File: src/rtl/expr_pkg.sv
`default_nettype none
// +---------------------------------------------------------------------------+
// | expr_pkg : shared encodings for the expression syntax checker             |
// | Rev 1.0                                                                   |
// +---------------------------------------------------------------------------+
package expr_pkg;

  localparam logic [1:0] S_START = 2'd0;
  localparam logic [1:0] S_NUM   = 2'd1;
  localparam logic [1:0] S_CLOSE = 2'd2;
  localparam logic [1:0] S_ERR   = 2'd3;

  typedef enum logic [2:0] {
    CLS_DIG = 3'd0,
    CLS_OP  = 3'd1,
    CLS_LP  = 3'd2,
    CLS_RP  = 3'd3,
    CLS_BAD = 3'd4
  } char_class_e;

  localparam logic [7:0] ASCII_0      = 8'h30;
  localparam logic [7:0] ASCII_9      = 8'h39;
  localparam logic [7:0] ASCII_PLUS   = 8'h2B;
  localparam logic [7:0] ASCII_STAR   = 8'h2A;
  localparam logic [7:0] ASCII_MINUS  = 8'h2D;
  localparam logic [7:0] ASCII_LPAREN = 8'h28;
  localparam logic [7:0] ASCII_RPAREN = 8'h29;

  function automatic logic is_digit(input logic [7:0] c);
    return (c >= ASCII_0) && (c <= ASCII_9);
  endfunction

endpackage
`default_nettype wire

File: src/rtl/expr_char_class.sv
`default_nettype none
// +---------------------------------------------------------------------------+
// | expr_char_class : combinational ASCII character classifier                |
// | Rev 1.0                                                                   |
// +---------------------------------------------------------------------------+
module expr_char_class
  import expr_pkg::*;
#(
  parameter int ALLOW_SUB   = 1,
  parameter int ALLOW_PAREN = 1
) (
  input  logic [7:0]  in,
  output char_class_e cls
);

  always_comb begin
    cls = CLS_BAD;
    if (is_digit(in)) begin
      cls = CLS_DIG;
    end else if ((in == ASCII_PLUS) || (in == ASCII_STAR)) begin
      cls = CLS_OP;
    end else if ((ALLOW_SUB != 0) && (in == ASCII_MINUS)) begin
      cls = CLS_OP;
    end else if ((ALLOW_PAREN != 0) && (in == ASCII_LPAREN)) begin
      cls = CLS_LP;
    end else if ((ALLOW_PAREN != 0) && (in == ASCII_RPAREN)) begin
      cls = CLS_RP;
    end
  end

endmodule
`default_nettype wire

File: config.mk
export PLATFORM = sky130hd
export DESIGN_NAME = expr_char_class
export DESIGN_NICKNAME = d
export VERILOG_FILES = /design/src/rtl/expr_pkg.sv /design/src/rtl/expr_char_class.sv
export SDC_FILE = /design/constraint.sdc
export NUM_CORES = 1
export LEC_CHECK = 0
export BUFFER_PORTS_ARGS = -buffer_cell sky130_fd_sc_hd__buf_2
export CAP_MARGIN = 15
export CORE_AREA = 2 2 39 41
export DETAILED_ROUTE_END_ITERATION = 8
export DIE_AREA = 0 0 41 43
export PLACE_DENSITY = 0.32
export SYNTH_ARGS = -nofsm -noshare
export SYNTH_HDL_FRONTEND = slang
export SYNTH_SLANG_ARGS = --single-unit
File: constraint.sdc
create_clock -name vclk -period 1
set_clock_uncertainty 0.2 [all_clocks]
set_input_delay 0.2 -clock vclk [all_inputs]
set_output_delay 0.2 -clock vclk [all_outputs]
set_load 0.1 [all_outputs]
==> impl_metrics.ini <==
[outcome]
status = finished with violations
failed_checks = setup timing

[timing]
fmax_mhz = 731
relSlewSlack_pct = 85.5
post-route-period-util_pct = 137
setup_viol = 3
period_needed_ps = 1370
finalHoldViolations = 0
rsz0062_at_grt = yes
setup_ws_ps = -368
report.final.slew_viol_count = 0
tightest_slew_ps = 216

[global_route]
grt_pass1_wl_um = 545
track_usage_pct = 4.10
grt_max_degree = 5
grt.overflow.total = 0
grt_antenna_before_repair = 0
first_global_vias = 130

[detailed_routing]
drtAntennaViolNets = 0
drt-pass1-iter-count = 1
avgRoutedWirePerCell_um = 8.51
vias = 123
wl_um = 315
drc = 0
drt_iter0_drc = 0
vias_per_cell = 3.32

[layout]
seq_cells = 0
fin_cells = 37
syn_to_final_growth_pct = 268
fill_cells = 149
utilization_pct = 19.6
drive_gt1_share_pct = 85.7
clkbuf_count = 0
antenna_cells = 0
nNetsFinal = 31
ff_latch_area_um2 = 0

[worst_setup_path]
crit_chain = buf_6, nor2_4, nand4b_4, a211oi_4, buf_12
cp_num_cells = 5
critPathLaunchType = primary input
crit_required_ps = 600
cp_slowest_cell = a211oi_4
crit_path_max_fanout = 2
max_stage_delay_ps = 210
cp_top_family = buffers and inverters
worstSetupEndpoint = cls[0]
worst_setup_path_end_kind = primary output
critPathBufInv = 2
cp-startpoint = in[7]
path_class = in -> out
crit_arrival_ps = 970

[floorplanning]
pin_count = 11
num_rows = 14
fp.dieArea_um2 = 1760
core_area_um2 = 1380
die_y_um = 43
chipWidth_um = 41
initial_core_util_pct = 5.33

[synthesis]
synth.most_common_cell = o21ai_0
yosys.area.top_type_share_pct = 20.3
synth_area_leaders = nand4b_2 (20%), a211oi_2 (17%), o211a_1 (14%), o21ai_0 (14%), nand2b_1 (8.5%)
ys_types = 9
synth-seq-area-share_pct = 0
synth_fp_nets = 18
netlist_area_um2 = 73.8
ys_warn_count = 0
avgSynthCellArea_um2 = 7.38
syn_inst = 10
yosysTopAreaCell = nand4b_2

[placement]
io_buffers = 11
routabilityCongestion = 0.503
place_inst = 37

[power_and_ir_drop]
p_sw_uw = 53.0
p_int_uw = 40.3
pwr-share-comb_pct = 100.0
clock_power_share_pct = 0
total_power_uw = 93.3
p_sw_share_pct = 56.8
pwr-share-seq_pct = 0
ir_drop_mv = 0.121
power_density_nw_per_um2 = 344
p_leak_nw = 0.114

[min_path]
hold_path_class = in -> out

[cts]
cts_hold_buf = 0
post_cts_buffers = 0

[job]
drv_cap = 0
==> power by group through the flow <==
stage,registers (mW),logic [mW],clock network [mW]
CTS,0,0.0944,0
detailed placement,0,0.0848,0
global route,0,0.0987,0
finish,0,0.0933,0
floorplan,0,0.0401,0
global placement,0,0.0840,0
==> cell families after synthesis <==
| family | share of synthesized area (%) |
|---|---|
| AND/OR/NAND/NOR | 49.1 |
| AO/OA/AOI/OAI | 50.8 |
==> worst min-delay path by stage <==
stage / startpoint / endpoint / slack [ps] / cells past startpoint
finish: in[2] / cls[1] / 560 / 3
global route: in[2] / cls[1] / 570 / 3
CTS: in[2] / cls[1] / 560 / 3
detailed placement: in[1] / cls[1] / 600 / 3
global placement: in[1] / cls[1] / 590 / 3
floorplan: in[2] / cls[1] / 310 / 1
==> cell type report <==
| class | count | area, µm² | share of cell area (%) |
|---|---|---|---|
| multi-input cells | 10 | 136 | 50.2 |
| well taps | 16 | 20.0 | 7.37 |
| repair buffers | 11 | 115 | 42.4 |
==> worst min-delay path, delay by kind of cell <==
family	cells	cell delay, ps
simple gates	1	60
buf+inv	2	300
==> layout by cell type, fill, tap and decap left out <==
master and n:
buf_2 5, buf_12 3, buf_6 2, nor2_4 1, nand4b_4 1, nor3_4 1
nor2_1 1, a211oi_4 1, nand2b_4 1, a21oi_4 1, o21ai_1 1, o211a_1 1
o21ai_4 1, buf_4 1
==> through the flow <==
| step | hold WS (ps) | setup WS, ps | TNS, ps | instance area, µm² |
|---|---|---|---|---|
| 2_1_floorplan | 307 | -679 | -1570 | 129 |
| 3_3_place_gp | 592 | -397 | -1030 | 249 |
| 3_5_place_dp | 599 | -404 | -1050 | 249 |
| 4_1_cts | 558 | -394 | -1030 | 272 |
| 5_1_grt | 575 | -409 | -1060 | 272 |
| 6_report | 559 | -368 | -944 | 272 |
==> per-layer routing <==
layer  wire (µm)  GRT usage, %  up-vias
met5           0             0        -
met4           0             0        0
met3          64         0.524        0
met2         107          5.63       11
met1         143          6.98       51
li1            -             -       61
==> timing repair <==
| action | in CTS | in global routing |
|---|---|---|
| resized for setup | 4 | 0 |
| setup endpoints to repair | 3 | 3 |
| cloned | 0 | 0 |
| pin swaps | 2 | 1 |
Power figures use the tool's default switching activity.
